### config.mk
export PLATFORM = sky130hd
export DESIGN_NAME = thread_scheduler
export DESIGN_NICKNAME = d
export VERILOG_FILES = /design/src/rtl/thread_scheduler.sv
export SDC_FILE = /design/constraint.sdc
export NUM_CORES = 1
export LEC_CHECK = 0
export BUFFER_PORTS_ARGS = -buffer_cell sky130_fd_sc_hd__buf_2
export CORE_MARGIN = 2
export CORE_UTILIZATION = 56
export CTS_BUF_LIST = sky130_fd_sc_hd__clkbuf_8
export DETAILED_ROUTE_END_ITERATION = 12
export PLACE_DENSITY = 0.79
export SYNTH_ARGS = -nofsm -noshare
export SYNTH_HDL_FRONTEND = slang
export SYNTH_SLANG_ARGS = --single-unit
### constraint.sdc
create_clock -name clk -period 3.2 [get_ports clk]
set_input_delay 0.8 -clock clk [delete_from_list [all_inputs] [get_ports clk]]
set_output_delay 0.8 -clock clk [all_outputs]
set_load 0.02 [all_outputs]
### src/rtl/thread_scheduler.sv
// Round-robin fine-grained thread scheduler with per-thread reissue cooldown.
// Optional hi_prio port and priority filtering under THREAD_SCHED_PRIO_EN.
module thread_scheduler #(
    parameter int NTHREADS = 8,
    parameter int TW = 3,
    parameter int REISSUE_GAP = 4,
    parameter logic [NTHREADS-1:0] RESET_MASK = NTHREADS'(1)
) (
    input  logic                clk,
    input  logic                reset,
    input  logic                start_valid,
    input  logic [TW-1:0]       start_tid,
    input  logic                halt_valid,
    input  logic [TW-1:0]       halt_tid,
    input  logic [NTHREADS-1:0] thread_stall,
    input  logic                global_stall,
`ifdef THREAD_SCHED_PRIO_EN
    input  logic [NTHREADS-1:0] hi_prio,
`endif
    output logic [TW-1:0]       sel,
    output logic                issue_valid,
    output logic [NTHREADS-1:0] active_mask,
    output logic                idle
);

    localparam int CW = 4;
    localparam logic [CW-1:0] GAP_LOAD = CW'(REISSUE_GAP - 1);

    logic [TW-1:0]       last;
    logic [CW-1:0]       cd [NTHREADS];
    logic [NTHREADS-1:0] elig;
    logic [NTHREADS-1:0] cand;
    logic [NTHREADS-1:0] mask_nxt;
    logic                pick_ok;
    logic [TW-1:0]       pick;
    logic [TW-1:0]       idx;

    // Eligibility: active, not blocked, cooldown expired.
    always_comb begin
        elig = '0;
        for (int i = 0; i < NTHREADS; i++) begin
            elig[i] = active_mask[i] & ~thread_stall[i] & (cd[i] == '0);
        end
    end

    // Candidate set: high-priority eligible threads win when present.
    always_comb begin
        cand = elig;
`ifdef THREAD_SCHED_PRIO_EN
        if (|(elig & hi_prio)) begin
            cand = elig & hi_prio;
        end
`endif
    end

    // Round-robin scan starting just past the last issued thread.
    always_comb begin
        pick_ok = 1'b0;
        pick    = last;
        idx     = last;
        for (int k = 1; k <= NTHREADS; k++) begin
            idx = last + TW'(k);
            if (!pick_ok && cand[idx]) begin
                pick_ok = 1'b1;
                pick    = idx;
            end
        end
    end

    // Next active mask; halt overrides start on the same thread.
    always_comb begin
        mask_nxt = active_mask;
        if (start_valid) begin
            mask_nxt[start_tid] = 1'b1;
        end
        if (halt_valid) begin
            mask_nxt[halt_tid] = 1'b0;
        end
    end

    // Active mask register; keeps updating through a pipeline freeze.
    always_ff @(posedge clk or negedge reset) begin
        if (!reset) begin
            active_mask <= RESET_MASK;
        end else begin
            active_mask <= mask_nxt;
        end
    end

    // Registered issue decision; bubbles keep sel on the last issued thread.
    always_ff @(posedge clk or negedge reset) begin
        if (!reset) begin
            sel         <= '0;
            issue_valid <= 1'b0;
            last        <= TW'(NTHREADS - 1);
        end else if (!global_stall) begin
            issue_valid <= pick_ok;
            if (pick_ok) begin
                sel  <= pick;
                last <= pick;
            end else begin
                sel  <= last;
            end
        end
    end

    // Per-thread cooldown: reload on issue, else count down to zero.
    always_ff @(posedge clk or negedge reset) begin
        if (!reset) begin
            for (int i = 0; i < NTHREADS; i++) begin
                cd[i] <= '0;
            end
        end else if (!global_stall) begin
            for (int i = 0; i < NTHREADS; i++) begin
                if (pick_ok && (pick == TW'(i))) begin
                    cd[i] <= GAP_LOAD;
                end else if (cd[i] != '0) begin
                    cd[i] <= cd[i] - 1'b1;
                end
            end
        end
    end

    assign idle = ~|active_mask;

endmodule

==> summary.md, run 1 <==
| Metric | Value |
|---|---|
| Outcome | finished with violations |
| Failing checks | negative setup slack |
| Cell Area, Synth | 0.00358 mm² |
| CP endpoint kind | flip-flop |
| Total global-route track usage | 0.300 |
| Commonest non-fill, non-tap cells in the layout | 62 x buf_4, 43 x dfrtp_1, 39 x nand2_1 |
| EDFF count, synth | 0 |
| Reg2Reg Depth | 15 |
| Fin. Hold Viols | 0 |
| Layout area overhead | 31.4% |
| Mapped Nets | 433 |
| CP max FO | 5 |
| Post-Synth XOR/XNOR Area | 0.0608 |
| Mux contribution to synthesized area | 0.0213 |
| Initial antenna violation count | 0 |
| Most numerous cell on the critical path | buf_4 |
| Cell area power density | 1310 mW/mm² |
| Hold Path Sink | sel[1]$_DFFE_PN0N_ |
| Setup ws final | -39.0 ps |
| Sequential element share of the synthesized area | 0.330 |
| Crit Path Class | flip-flop to flip-flop |
| Total power | 6.16 mW |
| CP startpoint kind | flip-flop |
| Worst hold start | sel[1]$_DFFE_PN0N_ |
| Worst flop-to-flop path startpoint | cd[17]$_DFFE_PN0P_ |
| Maximum clock rate | 0.309 GHz |
| Avg WL per Cell | 19.6 µm |
| Compound-gate portion of the synthesized area | 0.252 |
| Die X | 84.0 µm |
| First-pass GRT wire length | 17,100 µm |
| Most common cell after layout, fill and taps aside | buf_4 |
| CP peak stage delay | 540 ps |
| Worst path bufs/invs | 6 |
| Layout cell share with drive strength beyond 1 | 0.360 |
| HP Class | flip-flop to flip-flop |
| Remaining Overflow, GRT | 0 |
| Final WL | 11,100 µm |
| Slew margin rel. | 0.283 |
| Max-cap violations | 0 |
| Dpl ws | -271 ps |
| Largest net degree at the start of global routing | 48 |
| Clock tree sinks | 47 |
| Area of the core | 0.00628 mm² |
| Drt first pass iters | 5 |
| Clock Tree Root | clkbuf_8 |
| Final Slew Violations | 0 |
| Most used routing layer | met2 |
| Synth warn | 0 |
| Clock skew | 8.60 ps |
| Delay-heaviest family, CP | buffers and inverters |
| Worst-path clk slew | 90 ps |
| Max Root-Sink Buffers | 2 |
| Largest family of logic cells by synthesized area | compound AO/OA/AOI/OAI gates |
| R2r setup slk | -40 ps |
| Distinct cell type count after synthesis | 62 |
| CP cell instances | inv_2, ha_4, nor3b_4, buf_4, a32o_2, mux4_2, buf_4, buf_4, nor3_2, o41ai_4, buf_6, xnor2_4, buf_4, nand3_1, a31oi_1 |
| Cell Count, Final, Fillers Out | 568 |
| Crit path time final | 3240 ps |
| IO Count | 32 |
| ANT nets after route | 0 |
| Placer Congestion | 0.978 |
| Row cnt | 29 |
| Top FF cell, synth | dfrtp_1 |
| Yosys reg bits | 47 |
| Simple-Gate Fraction of Synth Area | 0.237 |
| Worst skew pair latency | 310 ps |
| DR iter-0 viols | 222 |
| FF-to-FF End | cd[5]$_DFFE_PN0P_ |
| Actual slew at the worst max-slew pin | 1080 ps |
| Worst EP required | 3430 ps |
| CP Data Arrival Time | 3470 ps |
| Hold Crit Depth | 2 |
| Tcrit/Tclk final | 1.01 |
| Met2 Usage GRT | 0.507 |
| CTS tree | built |
| Leakage power | 2.01 nW |
| Die footprint | 0.00705 mm² |
| # DRC | 0 |
| Antenna diodes | 0 |
| CTS Buf Count | 5 |
| Final setup violating endpoints | 6 |
| Initial core utilization | 0.570 |
| Cells after Synth | 397 |
| Adder-cell share of the synthesized area | 0.0594 |
| Placed cells | 544 |
| Met1 usage in global routing | 0.386 |
| Post-DR vias/cell | 6.48 |
| Total number of vias | 3,680 |
| Post-DP HPWL | 7870 µm |
| Unrepaired setup endpoints after global routing | true |
| GR Layer Usage met3 | 0.0524 |
| Synth async-reset ratio | 1.00 |
| VDD IR max | 1.15 mV |
| Mapped Avg Cell Area | 9.02 µm² |
| CTS H-tree depth | 2 |
| Number of port buffers | 31 |
| Layout net count | 526 |
| Quantity of hold-fixing buffers added after cts | 0 |
| Slowest cell on crit path | mux4_2 |
| Vias in the first global route | 3,548 |
| Die height | 84.0 µm |
## how the worst max path moves through the flow
stage / slack, ps / from / endpoint / depth (start not counted)
2_1_floorplan: 10 / last[0]$_DFFE_PN1N_ / cd[29]$_DFFE_PN0P_ / 13
3_3_place_gp: -160 / thread_stall[5] / cd[0]$_DFFE_PN0P_ / 10
3_5_place_dp: -270 / thread_stall[5] / cd[0]$_DFFE_PN0P_ / 10
4_1_cts: 20 / cd[29]$_DFFE_PN0P_ / cd[4]$_DFFE_PN0P_ / 13
5_1_grt: -140 / cd[28]$_DFFE_PN0P_ / cd[20]$_DFFE_PN0P_ / 13
6_report: -40 / cd[17]$_DFFE_PN0P_ / cd[5]$_DFFE_PN0P_ / 15
## where the power goes
group | switching (mW) | total (mW) | internal (mW)
logic | 2.41 | 4.49 | 2.08
clock network | 0.223 | 0.456 | 0.233
registers | 0.306 | 1.21 | 0.901
total | 2.94 | 6.16 | 3.21
## timing repair
| item | 4_1_cts | 5_1_grt |
|---|---|---|
| buffers inserted | 2 | 14 |
| setup endpoints to repair | 16 | 21 |
| resized for setup | 6 | 49 |
| pin swaps | 2 | 15 |
## metrics by stage
step                      TNS, ps  hold slack, ps  cell area, µm²   util
after floorplan                 0             461            3610      -
after global placement      -1550             463            4190  0.668
after detailed placement    -2640             483            4190  0.668
after CTS                       0             504            4360  0.695
after global routing        -1410             552            4700  0.749
final                        -153             497            4700  0.749
## registers in the layout (all words and copies together) (netlist names)
name / cells
cd: 32
last: 3
sel: 3
active_mask: 8
issue_valid: 1
## worst register-to-register path: cells and delay by family (launching register included)
| kind | cells | cell delay [ps] |
|---|---|---|
| buffers and inverters | 6 | 830 |
| multiplexers | 1 | 540 |
| AND/OR/NAND/NOR | 3 | 490 |
| AO/OA/AOI/OAI | 3 | 500 |
| adder cells (fa/ha/maj) | 1 | 150 |
| flip-flops | 1 | 390 |
| XOR/XNOR | 1 | 250 |
## Yosys cell counts (all sizes together), types with 6 or more instances
cell type  instances  area [µm²]
a32o               6        60.1
a31oi             19         125
ha                17         213
o21ai             20         100
inv               21        78.8
nand2             40         150
nor3b             16         140
nor2b              9        56.3
o31ai              6        45.0
or3b              10        90.1
dfrtp             43        1080
o22ai              6        37.5
o221ai             7        61.3
xnor2             20         183
a21oi             11        55.1
nand3              6        30.0
or4                6        45.0
nor2              29         109
nor3              11        70.1
buf                7        41.3
a21o               6        45.0
## kinds of logic after synthesis
| group | Yosys count |
|---|---|
| xor gates and xnor gates | 24 |
| AOI/OAI and AO/OA | 121 |
| DFF | 47 |
| buffers and inverters | 34 |
| muxes | 5 |
| and+or+nand+nor | 149 |
| adders and majority gates | 17 |
## metal layers
metal | wire [µm] | vias to the layer above
li1 | - | 1687
met1 | 4350 | 1786
met2 | 5630 | 172
met3 | 750 | 35
met4 | 395 | 0
met5 | 0 | -
## cell type report
cell class,instances,area [µm²]
clock buffer,5,68.8
clock inverter,3,43.8
fill,461,1570
inverter,23,87.6
multi-input combinational,316,2540
sequential,47,1180
tap,77,96.3
timing repair buffer,97,683
Power figures use the tool's default switching activity.
==> inputs of run 2 (changes only) <==
--- a/config.mk
+++ b/config.mk
@@ -7,10 +7,10 @@
 export LEC_CHECK = 0
 export BUFFER_PORTS_ARGS = -buffer_cell sky130_fd_sc_hd__buf_2
 export CORE_MARGIN = 2
-export CORE_UTILIZATION = 56
+export CORE_UTILIZATION = 60
 export CTS_BUF_LIST = sky130_fd_sc_hd__clkbuf_8
 export DETAILED_ROUTE_END_ITERATION = 12
-export PLACE_DENSITY = 0.79
+export PLACE_DENSITY = 0.9
 export SYNTH_ARGS = -nofsm -noshare
 export SYNTH_HDL_FRONTEND = slang
 export SYNTH_SLANG_ARGS = --single-unit
==> constraint.sdc (replaced) <==
create_clock -name clk -period 3.55 [get_ports clk]
set_input_delay 0.8875 -clock clk [delete_from_list [all_inputs] [get_ports clk]]
set_output_delay 0.8875 -clock clk [all_outputs]
set_load 0.02 [all_outputs]
==> run 2 against run 1 <==
The run now ends clean. Combinational power down 34%. Clock skew about the same. Via count down 6.4%. Critical endpoint is now cd[0]$_DFFE_PN0P_. Highest routed layer unchanged.
==> summary.md, run 2 (synthesis results as in run 1) <==
| Metric | Value |
|---|---|
| Outcome | finished clean |
| Total power | 4.55 mW |
| Post-DR vias/cell | 6.65 |
| Most common cell after layout, fill and taps aside | dfrtp_1 |
| Largest net degree at the start of global routing | 48 |
| VDD IR max | 0.842 mV |
| Die footprint | 0.00660 mm² |
| Drt first pass iters | 5 |
| Initial core utilization | 0.612 |
| Worst EP required | 3760 ps |
| Actual slew at the worst max-slew pin | 1070 ps |
| CP peak stage delay | 500 ps |
| CP startpoint kind | flip-flop |
| Commonest non-fill, non-tap cells in the layout | 43 x dfrtp_1, 40 x nand2_1, 31 x buf_2 |
| Delay-heaviest family, CP | compound AO/OA/AOI/OAI gates |
| Largest Register | cd |
| CP endpoint kind | flip-flop |
| Total number of vias | 3,446 |
| Tcrit/Tclk final | 0.967 |
| Routed met1 length | 3950 µm |
| Avg WL per Cell | 18.9 µm |
| Cell area power density | 1110 mW/mm² |
| Remaining Overflow, GRT | 0 |
| Slowest cell on crit path | mux4_2 |
| HP Class | flip-flop to flip-flop |
| Number of port buffers | 31 |
| Worst skew pair latency | 310 ps |
| First-pass GRT wire length | 16,400 µm |
| CTS H-tree depth | 2 |
| Slew margin rel. | 0.288 |
| Placer Congestion | 0.978 |
| Final setup violating endpoints | 0 |
| R2r setup slk | 120 ps |
| Beginning of the critical path | cd[4]$_DFFE_PN0P_ |
| CTS tree | built |
| Row cnt | 28 |
| Vias in the first global route | 3,392 |
| CP Data Arrival Time | 3640 ps |
| FF+latch area | 0.00118 mm² |
| Maximum clock rate | 0.291 GHz |
| Initial antenna violation count | 0 |
| Die height | 81.3 µm |
| Crit Path Class | flip-flop to flip-flop |
| # DRC | 0 |
| Crit path time final | 3430 ps |
| Most numerous cell on the critical path | nor3_2 |
| Setup_tns | 0 ps |
| ANT nets after route | 0 |
| Worst path bufs/invs | 1 |
| Max reg flops | 32 |
| Worst-path clk slew | 100 ps |
| Layout cell share with drive strength beyond 1 | 0.203 |
| Final WL | 9810 µm |
| IO Count | 32 |
| Clock skew | 8.98 ps |
| WL met2 | 4830 µm |
| Max Root-Sink Buffers | 2 |
| CP cell instances | inv_1, ha_1, or3b_1, o22a_1, mux4_2, nor3_2, nor3_2, o41ai_4, xnor2_1, a31oi_1, o31ai_1 |
| Max-cap violations | 0 |
| Met3 wire length | 699 µm |
| Clock tree sinks | 47 |
| Layout net count | 478 |
| Fill count | 442 |
| Total global-route track usage | 0.323 |
| Worst hold start | sel[0]$_DFFE_PN0N_ |
| Leakage power | 1.72 nW |
| Antenna diodes | 0 |
| Post-DP HPWL | 7260 µm |
| CTS Buf Count | 5 |
| Final Slew Violations | 0 |
| Quantity of hold-fixing buffers added after cts | 0 |
| Layout area overhead | 14.6% |
| Area of the multi-input gates | 0.00231 mm² |
| Top Layer Used | met4 |
| DR iter-0 viols | 264 |
| Worst flop-to-flop path startpoint | cd[4]$_DFFE_PN0P_ |
| Die X | 81.3 µm |
| Fin. Hold Viols | 0 |
| Clock Tree Root | clkbuf_8 |
| Top flop regs | cd x32, active_mask x8 |
| Area of the core | 0.00585 mm² |
| CP max FO | 5 |
-- run 2: cell types whose count changed in the layout (fill, tap and decap cells not counted), moves of 4 or more --
cell / before / now
or3b_4: 5 / 1
inv_1: 16 / 22
ha_1: 13 / 17
buf_4: 62 / 17
inv_2: 5 / 0
-- run 2: worst register-to-register path, cell delays in order (launching register included) --
cell and delay, ps:
dfrtp_1 430, inv_1 100, ha_1 190, or3b_1 490, o22a_1 270, mux4_2 500, nor3_2 180, nor3_2 80
o41ai_4 420, xnor2_1 300, a31oi_1 160, o31ai_1 200
-- run 2: final timing paths --
check | endpoint | cells past startpoint
worst min register to register | sel[0]$_DFFE_PN0N_ | 2
worst max-delay path | cd[0]$_DFFE_PN0P_ | 11
min in group asynchronous | cd[26]$_DFFE_PN0P_ | 1
worst max register to register | cd[0]$_DFFE_PN0P_ | 11
worst min-delay path | sel[0]$_DFFE_PN0N_ | 2
max in group asynchronous | cd[16]$_DFFE_PN0P_ | 1
-- run 2: where the power goes --
part / leakage [nW] / internal, mW / switching, mW
clock network: 0.0695 / 0.279 / 0.195
registers: 0.546 / 0.809 / 0.290
logic: 1.11 / 1.21 / 1.76
-- run 2: timing repair --
| action | in CTS | in global routing |
|---|---|---|
| setup buffers | 0 | 1 |
| setup endpoints to repair | 1 | 18 |
| pin swaps | 0 | 2 |
| gates cloned | 0 | 0 |
| gates resized for setup | 1 | 7 |
-- run 2: final cells by class --
class	count	share of cell area
multi-input cells	316	0.562
inverters	23	0.0210
well taps	75	0.0229
clock buffers	5	0.0168
clock inverters	3	0.0155
flip-flops and latches	47	0.288
repair buffers	49	0.0738
-- run 2: routing by layer --
layer	global-route usage	up-vias
li1	-	1593
met5	0	-
met1	0.414	1659
met3	0.0556	39
met4	0.125	0
met2	0.542	155
-- run 2: metrics by stage --
| step | instance area (µm²) | setup WS, ps | hold WS [ps] | utilization | cells |
|---|---|---|---|---|---|
| floorplan | 3580 | 104 | 461 | - | 397 |
| global placement | 3910 | 104 | 459 | 0.669 | 509 |
| detailed placement | 3910 | -58.8 | 480 | 0.669 | 509 |
| CTS | 4050 | 54.3 | 503 | 0.693 | 517 |
| global route | 4110 | -28.9 | 534 | 0.702 | 518 |
| finish | 4110 | 117 | 495 | 0.702 | 518 |
